### config.mk
export PLATFORM = sky130hd
export DESIGN_NAME = counter8_cmd_sched
export DESIGN_NICKNAME = d
export VERILOG_FILES = /design/src/rtl/counter8_cmd_sched.sv
export SDC_FILE = /design/constraint.sdc
export NUM_CORES = 1
export LEC_CHECK = 0
export ABC_AREA = 0
export CAP_MARGIN = 10
export CORE_ASPECT_RATIO = 1.2
export CORE_MARGIN = 3
export CORE_UTILIZATION = 42
export CTS_BUF_LIST = sky130_fd_sc_hd__clkbuf_4 sky130_fd_sc_hd__clkbuf_8
export DETAILED_ROUTE_END_ITERATION = 10
export PLACE_DENSITY = 0.69
export SYNTH_ARGS = -nofsm -noshare
export SYNTH_HDL_FRONTEND = slang
export SYNTH_SLANG_ARGS = --single-unit
### constraint.sdc
create_clock -name clk -period 2.1 [get_ports clk]
set_input_delay 0.42 -clock clk [delete_from_list [all_inputs] [get_ports clk]]
set_output_delay 0.42 -clock clk [all_outputs]
set_load 0.01 [all_outputs]
### src/rtl/counter8_cmd_sched.sv
// Two-requester command scheduler driving the control pins of one counter8uni2.
// Build option: CNT_SCHED_FIXED_PRIO_EN selects fixed priority (req0 first) instead of round-robin.
module counter8_cmd_sched #(
    parameter int countWidth = 8
) (
    input  logic                  clk,
    input  logic                  reset,
    input  logic                  req0,
    input  logic [1:0]            op0,
    input  logic [countWidth-1:0] data0,
    input  logic                  wrap0,
    input  logic                  req1,
    input  logic [1:0]            op1,
    input  logic [countWidth-1:0] data1,
    input  logic                  wrap1,
    output logic                  gnt0,
    output logic                  gnt1,
    output logic                  busy,
    output logic                  done,
    output logic                  done_id,
    output logic [countWidth-1:0] done_value,
    output logic                  done_ovf,
    output logic                  cnt_areset_n,
    output logic                  cnt_aset_n,
    output logic                  cnt_load_n,
    output logic [countWidth-1:0] cnt_preld,
    output logic                  cnt_updown_n,
    output logic                  cnt_wrapstop_n
);

    typedef enum logic [1:0] {
        S_IDLE = 2'd0,
        S_RUN  = 2'd1,
        S_DONE = 2'd2
    } state_t;

    localparam logic [1:0] OP_LOAD  = 2'b00;
    localparam logic [1:0] OP_UP    = 2'b01;
    localparam logic [1:0] OP_DOWN  = 2'b10;
    localparam logic [1:0] OP_CLEAR = 2'b11;

    localparam logic [countWidth-1:0] MAX_VAL  = '1;
    localparam logic [countWidth-1:0] ZERO_VAL = '0;
    localparam logic [countWidth-1:0] ONE_VAL  = {{(countWidth-1){1'b0}}, 1'b1};

    state_t                  state;
    state_t                  state_n;
    logic [1:0]              op_q;
    logic [countWidth-1:0]   data_q;
    logic                    wrap_q;
    logic                    id_q;
    logic [countWidth-1:0]   rem;
    logic [countWidth-1:0]   rem_d;
    logic [countWidth-1:0]   hold_q;
    logic [countWidth-1:0]   hold_d;
    logic                    ovf_q;
    logic                    ovf_d;
`ifndef CNT_SCHED_FIXED_PRIO_EN
    logic                    rr_last;
`endif

    logic                    grant;
    logic                    pick;
    logic [1:0]              sel_op;
    logic [countWidth-1:0]   sel_data;
    logic                    sel_wrap;
    logic                    sel_is_step;

    // Arbitration is only meaningful in IDLE and is suppressed during reset.
    always_comb begin
        grant = 1'b0;
        pick  = 1'b0;
        if (state == S_IDLE && !reset) begin
`ifdef CNT_SCHED_FIXED_PRIO_EN
            if (req0) begin
                grant = 1'b1;
                pick  = 1'b0;
            end else if (req1) begin
                grant = 1'b1;
                pick  = 1'b1;
            end
`else
            if (req0 && req1) begin
                grant = 1'b1;
                pick  = ~rr_last;
            end else if (req0) begin
                grant = 1'b1;
                pick  = 1'b0;
            end else if (req1) begin
                grant = 1'b1;
                pick  = 1'b1;
            end
`endif
        end
    end

    always_comb begin
        sel_op      = pick ? op1   : op0;
        sel_data    = pick ? data1 : data0;
        sel_wrap    = pick ? wrap1 : wrap0;
        sel_is_step = (sel_op == OP_UP) || (sel_op == OP_DOWN);
    end

    assign gnt0 = grant & ~pick;
    assign gnt1 = grant & pick;
    assign busy = (state != S_IDLE) && !reset;
    assign cnt_aset_n = 1'b1;

    // Next-state, datapath shadow and counter pin sequencing.
    always_comb begin
        state_n        = state;
        hold_d         = hold_q;
        ovf_d          = ovf_q;
        rem_d          = rem;
        cnt_load_n     = 1'b0;
        cnt_preld      = hold_q;
        cnt_areset_n   = !reset;
        cnt_updown_n   = 1'b0;
        cnt_wrapstop_n = 1'b0;
        case (state)
            S_IDLE: begin
                if (grant) begin
                    ovf_d = 1'b0;
                    rem_d = sel_is_step ? sel_data : ONE_VAL;
                    if (sel_is_step && sel_data == ZERO_VAL) begin
                        state_n = S_DONE;
                    end else begin
                        state_n = S_RUN;
                    end
                end
            end
            S_RUN: begin
                case (op_q)
                    OP_LOAD: begin
                        cnt_load_n = 1'b0;
                        cnt_preld  = data_q;
                        hold_d     = data_q;
                    end
                    OP_CLEAR: begin
                        cnt_areset_n = 1'b0;
                        hold_d       = ZERO_VAL;
                    end
                    OP_UP: begin
                        cnt_load_n     = 1'b1;
                        cnt_updown_n   = 1'b0;
                        cnt_wrapstop_n = ~wrap_q;
                        if (hold_q == MAX_VAL) begin
                            ovf_d  = 1'b1;
                            hold_d = wrap_q ? ZERO_VAL : MAX_VAL;
                        end else begin
                            hold_d = hold_q + ONE_VAL;
                        end
                    end
                    default: begin
                        cnt_load_n     = 1'b1;
                        cnt_updown_n   = 1'b1;
                        cnt_wrapstop_n = ~wrap_q;
                        if (hold_q == ZERO_VAL) begin
                            ovf_d  = 1'b1;
                            hold_d = wrap_q ? MAX_VAL : ZERO_VAL;
                        end else begin
                            hold_d = hold_q - ONE_VAL;
                        end
                    end
                endcase
                rem_d = rem - ONE_VAL;
                if (rem == ONE_VAL) begin
                    state_n = S_DONE;
                end
            end
            S_DONE: begin
                state_n = S_IDLE;
            end
            default: begin
                state_n = S_IDLE;
            end
        endcase
    end

    always_ff @(posedge clk) begin
        if (reset) begin
            state      <= S_IDLE;
            op_q       <= OP_LOAD;
            data_q     <= ZERO_VAL;
            wrap_q     <= 1'b0;
            id_q       <= 1'b0;
            rem        <= ZERO_VAL;
            hold_q     <= ZERO_VAL;
            ovf_q      <= 1'b0;
`ifndef CNT_SCHED_FIXED_PRIO_EN
            rr_last    <= 1'b1;
`endif
            done       <= 1'b0;
            done_id    <= 1'b0;
            done_value <= ZERO_VAL;
            done_ovf   <= 1'b0;
        end else begin
            state  <= state_n;
            hold_q <= hold_d;
            ovf_q  <= ovf_d;
            rem    <= rem_d;
            if (grant) begin
                op_q   <= sel_op;
                data_q <= sel_data;
                wrap_q <= sel_wrap;
                id_q   <= pick;
`ifndef CNT_SCHED_FIXED_PRIO_EN
                rr_last <= pick;
`endif
            end
            // Completion results are captured on entry to DONE and then held.
            done <= (state_n == S_DONE);
            if (state_n == S_DONE) begin
                done_id    <= grant ? pick : id_q;
                done_value <= hold_d;
                done_ovf   <= ovf_d;
            end
        end
    end

endmodule

### Word level (Yosys, flattened, before mapping)

Cells that the tools add are included.

| word-level totals | value |
|---|---|
| input bits | 26 |
| flip-flop bits (word level) | 43 |
| output and inout bits | 27 |

| operators by class | value |
|---|---|
| reduce and logical (&&, ||, !) cells | 15 |
| add/sub/neg operators | 3 |
| multiplexer cells | 39 |
| eq/ne operators | 9 |
| bitwise operators | 5 |

Operators with widths:

| cell | number |
|---|---|
| 2-to-1 mux 8 bit | 10 |
| case mux 8 bit (3 select lines) | 1 |
| 2-to-1 mux 1 bit | 20 |
| zero test 8 bit | 2 |
| case mux 8 bit (2 select lines) | 1 |
| subtractor 8 x 1 -> 8 bit, second input constant | 2 |
| adder 8 x 1 -> 8 bit, second input constant | 1 |
| == test 8 x 1 -> 1 bit, second input constant | 1 |
| == test 8 bit, second input constant | 1 |
| 2-to-1 mux 2 bit | 4 |
| == test 2 x 1 -> 1 bit, second input constant | 3 |
| == test 2 bit, second input constant | 3 |
| logical AND 1 bit | 4 |
| zero test 2 bit | 2 |
| case mux 1 bit (2 select lines) | 2 |
| case mux 2 bit (2 select lines) | 1 |
| nonzero test 2 bit | 2 |
| inverter 1 bit | 3 |
| OR reduction 3 bit | 1 |
| bitwise AND 1 bit | 2 |
| inequality test 2 bit, second input constant | 1 |
| AND reduction 2 bit | 1 |
| OR reduction 2 bit | 1 |
| zero test 1 bit | 1 |
| logical OR 1 bit | 1 |

### Depth between registers and ports, before layout

Gate-level depths: netlist of run 1.

| depth | value |
|---|---|
| depth in word-level cells | 12 |
| gate-level depth with buffers | 9 |

### Least setup slack after synthesis of run 1

OpenSTA, ideal clock, no wires.

| path | value |
|---|---|
| kind | reg-to-reg |
| start | register hold_q[0] |
| end | register done_value[2] |
| period minus slack after synthesis | 2.242 ns |
| arrival | 2.115 ns |
| cell stages (with the launch flop) | 10 |
| setup slack | -0.142 ns |
| cell sequence | dfxtp_1 > clkbuf_1 > inv_1 > ha_1 > or4b_4 > nor3_2 > mux2_2 > o31ai_1 > mux2i_1 > nor2b_1 |

| on the way | value |
|---|---|
| longest elaborated chain between the ends | 4 |
| elaborated cells between the ends (all ways) | 8 |
| those cells by class | add/sub (2); eq/ne (1); mux (4); reduce/logical (1) |

RTL lines:

| what | line | text |
|---|---|---|
| from (decl) | 54 | `logic [countWidth-1:0] hold_q;` |
| from (signal assigned) | 199 | `hold_q <= hold_d;` |
| subtractor 8 x 1 -> 8 bit (tied with other cells) | 162 | `hold_d = hold_q - ONE_VAL;` |
| 2-to-1 mux 8 bit, on equally long branches | 158, 147 |  |
| case mux 8 bit (3 select lines) * | 133 | `case (op_q)` |
| 2-to-1 mux 8 bit * | 120 | `case (state)` |
| to (signal assigned) | 215 | `done_value <= hold_d;` |
| to (decl) | 21 | `output logic [countWidth-1:0] done_value,` |

Mark *: on every way between the ends. The rest lies on a longest branch, timed or not.
A chain may end at the register's enable or synchronous reset.

### Worst setup path in the final report of run 1

| path | value |
|---|---|
| start | register hold_q[1] |
| end | register done_value[2] |

The elaborated chain is that of the path after synthesis.

==> impl_results.md, run 1 <==
* Vias in the first global route at 2840
* Metal-1 WL at 3270 um
* # DRC at 0
* Worst-margin pin slew at 0.496 ns
* Crit-path cells: inv_4 -> ha_4 -> or4b_4 -> nor3_4 -> mux2_4 -> o31ai_4 -> mux2i_1 -> nor2b_1
* Std cell rows at 32
* CP peak stage delay at 0.49 ns
* Yosys top cell by area: dfxtp_1
* Launch point of the worst path: hold_q[1]
* Ys flop type: dfxtp_1
* Hold_sp: done_id
* Hold EP: done_id
* Post-Place Cells at 519
* Fmax achieved at 0.481 GHz
* Crit Path Class: register to register
* Largest net degree at the start of global routing at 42
* Drt first-iter violations at 231
* Mapped Area at 2830 um^2
* Worst relative slew slack at 0.668
* WL met2 at ~4700 um
* Total track usage at 0.229
* Yosys warning count at 0
* Clk_skew at around 0.0054 ns
* Buf/Inv on CP at 1
* Util after Layout at 0.615
* Synth top area cells: dfxtp_1, mux2i_1, nor2_1
* Share of cells above drive strength 1 at 0.279
* Fin. max-slew vios at 0
* Routed Antenna Nets at 0
* # diodes at 0
* WHS Path Cells at 2
* Clock-pin slew on the worst setup and hold paths at ~0.080 ns
* Final nets at 482
* Reg-to-reg endpoint: done_value[2]
* Initial core utilization at 0.437
* Final setup vio count at 0
* Worst VDD drop at 505 uV
* Yosys reg bits at 43
* Uppermost layer routed: met4
* CTS buffer count at 5
* FFs w/ async S/R, synth at 0
* Synthesis-to-finish area growth at 40.9%
* IO Port Bufs at 51
* Crit path max fanout at 3
* Tmin final at between 2 and 2.5 ns
* Worst r2r path cells at 8
* DIE AREA at 7770 um^2
* I/O Pins at 53
* Drt total wl at 8700 um
* Post-synthesis area per instance at roughly 8 um^2
* Mapped Nets at 385
* FF-to-FF Start: hold_q[1]
* DR pass1 iterations at 4
* Global route total overflow at 0
* CP endpoint kind: register
* Vias post-DR at slightly below 3000
* Fin crit share at 0.991
* CTS Sinks at 43
* Fin. Hold Viols at 0
* First-pass GRT wire length at 13700 um
* Share of the synthesized area in the top cell type at 0.304
* Power Dens Cells at 644 nW/um^2
* WP data arrival at 2.26 ns
* Setup_tns at 0 ns
* CTS tree: yes
* Status: finished, final reports clean
* Clock buffer depth at 2
* Synthesized instance count at 350
* Slowest-stage cell, CP: or4b_4
* Post-synthesis sequential area ratio at 0.304
* Distinct cell type count after synthesis at 64
* Die width at just over 80 um
* Fillcell total at roughly 600
* Core Region at 6490 um^2
* Max-cap violation count at 0
* Post-DR vias/cell at 5.56
* Gpl congestion at 0.920
* Worst hold path type: register to register
* Final Non-Filler Cells at 533
* Post-synth EDFFs at 0
* Top delay family on crit path: simple AND/OR/NAND/NOR gates
* Met3 WL post-DR at 427 um
* Max H-tree Level at 2
* Hold buffers post-CTS at 0
* Initial antenna violation count at 0
* CP Launch Type: register
* FF-to-FF setup slack at roughly 0.019 ns
* RSZ-0062 raised after global routing: true
* Required @ worst endpoint at 2.28 ns
* Post-DP HPWL at 6630 um
* Worst-skew pair later-pin latency at 0.29 ns
* Clock root buffer: clkbuf_8
* Detailed-route wire length per cell at 16.3 um
* Die Y at 95.9 um
* Leakage at roughly 1.7 nW
repair_timing:
action	in CTS	in global routing
gates cloned	0	1
pin swaps	3	12
gates resized for setup	34	33
endpoints found under the setup margin	17	25
buffers inserted	2	3
how the worst max path moves through the flow:
stage,cells after the start,endpoint,slack (ns)
3_5_place_dp,9,rem[7],-0.32
6_report,8,done_value[2],0.02
5_1_grt,10,done_value[4],-0.08
3_3_place_gp,7,gnt0,-0.26
2_1_floorplan,9,done_value[2],-0.05
4_1_cts,8,done_value[2],-0.01
tightest hold or removal path: stages (launching register included):
cell     delay, ns
dfxtp_1       0.32
nand2_1       0.05
a21oi_1       0.05
per-stage QoR:
stage	hold WS [ns]	setup slack (ns)	area (um^2)	total power (W)
6_report	0.460	0.0191	3990	0.00257
5_1_grt	0.489	-0.0759	3990	0.00271
4_1_cts	0.465	-0.0141	3940	0.00256
3_5_place_dp	0.449	-0.315	3830	0.00201
3_3_place_gp	0.444	-0.262	3830	0.00200
2_1_floorplan	0.435	-0.0513	2890	0.00157
layer usage:
layer / up-vias / GRT usage
met3: 24 / 0.0309
met2: 113 / 0.436
li1: 1450 / -
met4: 0 / 0.0789
met5: - / 0
met1: 1375 / 0.258
synthesized netlist by cell type (10+ instances only):
library cell,count
clkbuf_1,12
buf_2,10
mux2i_1,19
nor3_1,10
dfxtp_1,43
inv_1,12
nor2b_1,10
nand2_1,34
nand3_1,13
o21ai_0,13
a21oi_1,23
nor2_1,37
logic make-up (layout without fill, tap and decap cells):
kind of cell,after synthesis,in the layout,synth area share
and+or+nand+nor,141,141,0.265
adders and majority gates,9,9,0.0398
AOI/OAI and AO/OA,82,83,0.204
xor gates and xnor gates,5,5,0.0155
buffers and inverters,41,138,0.0676
muxes,28,28,0.103
DFF,43,43,0.304
other,1,1,0.00132
layout make-up:
type,count,area (um^2),share of cell area
multi-input cells,267,1860,0.467
repair buffers,117,1000,0.251
flip-flops and latches,43,870,0.218
well taps,85,106,0.0267
clock buffers,6,76.3,0.0191
inverters,13,58.8,0.0147
clock inverters,2,12.5,0.00314
where the power goes:
| part | leakage, nW | switching [W] | internal, W |
|---|---|---|---|
| clock | 0.0446 | 0.000293 | 0.000246 |
| sequential | 0.354 | 0.0000785 | 0.000887 |
| combinational | 1.35 | 0.000531 | 0.000532 |
| total | 1.75 | 0.000902 | 0.00167 |
sequential cells by signal (all words and copies together), names as in the netlist:
signal	flops
data_q	8
done	1
done_id	1
done_ovf	1
done_value	8
hold_q	8
id_q	1
op_q	2
ovf_q	1
rem	8
rr_last	1
state	2
wrap_q	1
placed cells by master (no fill, tap or decap), types with 10 or more instances in the layout:
cell type / synthesis / routed
buf_4: 1 / 62
dfxtp_1: 43 / 38
nor2_1: 37 / 36
nand2_1: 34 / 33
clkdlybuf4s50_1: 0 / 30
a21oi_1: 23 / 23
mux2i_1: 19 / 19
nand3_1: 13 / 13
inv_1: 12 / 10
nor2b_1: 10 / 10
o21ai_0: 13 / 10
(Power assumes the default switching activity.)
==> run 2, diff against run 1 <==
- CORE_MARGIN: 3 -> unset
- TNS_END_PERCENT: unset -> 50
==> impl_results.md, run 2 (synthesis results as in run 1) <==
* Share of cells above drive strength 1 at 0.294
* Logic pwr share at 0.415
* FF-to-FF Start: hold_q[1]
* Drt total wl at 8210 um
* Post-DP HPWL at 6410 um
* CP peak stage delay at 0.48 ns
* Initial core utilization at 0.437
* Vias in the first global route at 2843
* Reg power frac at 0.377
* Vias post-DR at 2945
* Max-cap violation count at 0
* Power Dens Cells at between 600 and 700 nW/um^2
* Design Power at around 0.0025 W
* Hold_sp: done_id
* Multi-input gate area at 1870 um^2
* Worst-skew pair later-pin latency at 0.29 ns
* Detailed-route wire length per cell at ~15 um
* Post-DR vias/cell at roughly 5.5
* Largest net degree at the start of global routing at 27
* Setup Slack @ Placement at -0.270 ns
* Max H-tree Level at 2
* First-pass GRT wire length at 13300 um
* Post-route worst setup slack at 0.0358 ns
* Final setup vio count at 0
* Worst VDD drop at between 400 and 500 uV
* CTS Sinks at 43
* Most common cell after layout, fill and taps aside: buf_4
* Clock root buffer: clkbuf_8
* IO Port Bufs at 51
* WHS Path Cells at 2
* Crit Path Class: register to register
* Std cell rows at 32
* CP Launch Type: register
* FF-to-FF setup slack at around 0.036 ns
* FF/Latch Area at between 800 and 900 um^2
* WL met2 at 4280 um
* # diodes at 0
* Core Region at 6490 um^2
* Crit-path cells: inv_4 -> ha_4 -> or4b_4 -> nor3_4 -> mux2_4 -> o31ai_4 -> mux2i_1 -> nor2b_1
* Slowest-stage cell, CP: or4b_4
* Sw Pwr at 0.000881 W
* Reg-to-reg endpoint: done_value[2]
* Gpl congestion at 0.916
* Fin Hold WS at 0.462 ns
* Clock buffer depth at 2
* Leakage at 1.73 nW
* Util after Layout at 0.622
* Clock-pin slew on the worst setup and hold paths at 0.08 ns
* I/O Pins at 53
* # DRC at 0
* Buf/Inv on CP at 1
* Met3 WL post-DR at 317 um
* Total track usage at 0.239
* WP data arrival at 2.25 ns
* Worst hold path type: register to register
* Fin. Hold Viols at 0
* Status: finished, final reports clean
* Internal Pwr Total at between 0.0015 and 0.002 W
* Hold EP: done_id
* Clock share of power at 0.209
* Required @ worst endpoint at 2.28 ns
* Fillcell total at 583
* Fin crit share at 0.983
* DIE AREA at 7080 um^2
* Synthesis-to-finish area growth at 42.4%
* Switching share of power at 0.346
* CTS tree: yes
* Path length in cells of the critical path at 8
* Worst r2r path cells at 8
* Clk_skew at ~0.0036 ns
* Fin. max-slew vios at 0
* Metal-1 WL at 3340 um
* Initial antenna violation count at 0
* RSZ-0062 raised after global routing: true
* Crit path max fanout at 2
* Die width at 77.0 um
* Uppermost layer routed: met4
* Global route total overflow at 0
* Top delay family on crit path: simple AND/OR/NAND/NOR gates
* Highest-count cells in the layout ignoring fill and taps: buf_4, dfxtp_1, nor2_1, clkdlybuf4s50_1, nand2_1
* Routed Antenna Nets at 0
* CP endpoint kind: register
* CTS buffer count at 5
* DR pass1 iterations at 4
* Die Y at 91.9 um
* Final nets at 487
* Fmax achieved at 0.484 GHz
* Tmin final at ~2.1 ns
* Drt first-iter violations at 183
run 2: cell types whose count changed in the layout (fill, tap and decap cells not counted), sizes merged:
| cell | before | now |
|---|---|---|
| clkdlybuf4s15 | 1 | 3 |
| dlygate4sd2 | 5 | 3 |
| dlymetal6s2s | 6 | 2 |
| buf | 70 | 78 |
| clkbuf | 11 | 6 |
| clkdlybuf4s50 | 30 | 36 |
run 2: worst min-delay path: stages, from the launching register on:
cell,delay [ns]
dfxtp_1,0.32
nand2_1,0.05
a21oi_1,0.05
run 2: worst max-delay path by stage:
stage               startpoint            end
finish               hold_q[1]  done_value[2]
global route         hold_q[1]  done_value[2]
CTS                   state[0]   cnt_updown_n
detailed placement    data0[4]  done_value[0]
global placement         reset           gnt0
floorplan            hold_q[1]  done_value[2]
run 2: through the flow:
step | setup TNS [ns] | instance area [um^2] | instances
final | 0 | 4030 | 538
after global routing | -0.0677 | 4030 | 538
after CTS | -0.205 | 3960 | 533
after detailed placement | -4.64 | 3850 | 523
after global placement | -4.59 | 3850 | 523
after floorplan | -0.0513 | 2890 | 350
run 2: power groups by stage:
stage          clock network (W)  registers (W)  logic, W
3_5_place_dp                   0       0.000975   0.00102
5_1_grt                 0.000575       0.000968   0.00116
2_1_floorplan                  0       0.000951  0.000616
4_1_cts                 0.000548       0.000958   0.00103
3_3_place_gp                   0       0.000973   0.00102
6_report                0.000531       0.000959   0.00106
run 2: area by class of cell:
type,instances,area share
multi-input combinational,267,0.463
clock buffer,6,0.0189
sequential,43,0.216
timing repair buffer,122,0.258
inverter,13,0.0146
clock inverter,2,0.00310
tap,85,0.0264
run 2: repair_timing:
| action | 4_1_cts | 5_1_grt |
|---|---|---|
| hold buffers | 0 | 0 |
| setup buffers | 2 | 4 |
| cloned | 0 | 1 |
| gates resized for setup | 45 | 22 |
| pin swaps | 2 | 4 |
| setup endpoints to repair | 17 | 19 |
run 2: layer usage:
metal | up-vias | track usage
met5 | - | 0
met4 | 0 | 0.109
met3 | 22 | 0.0328
met2 | 78 | 0.440
met1 | 1377 | 0.269
li1 | 1468 | -
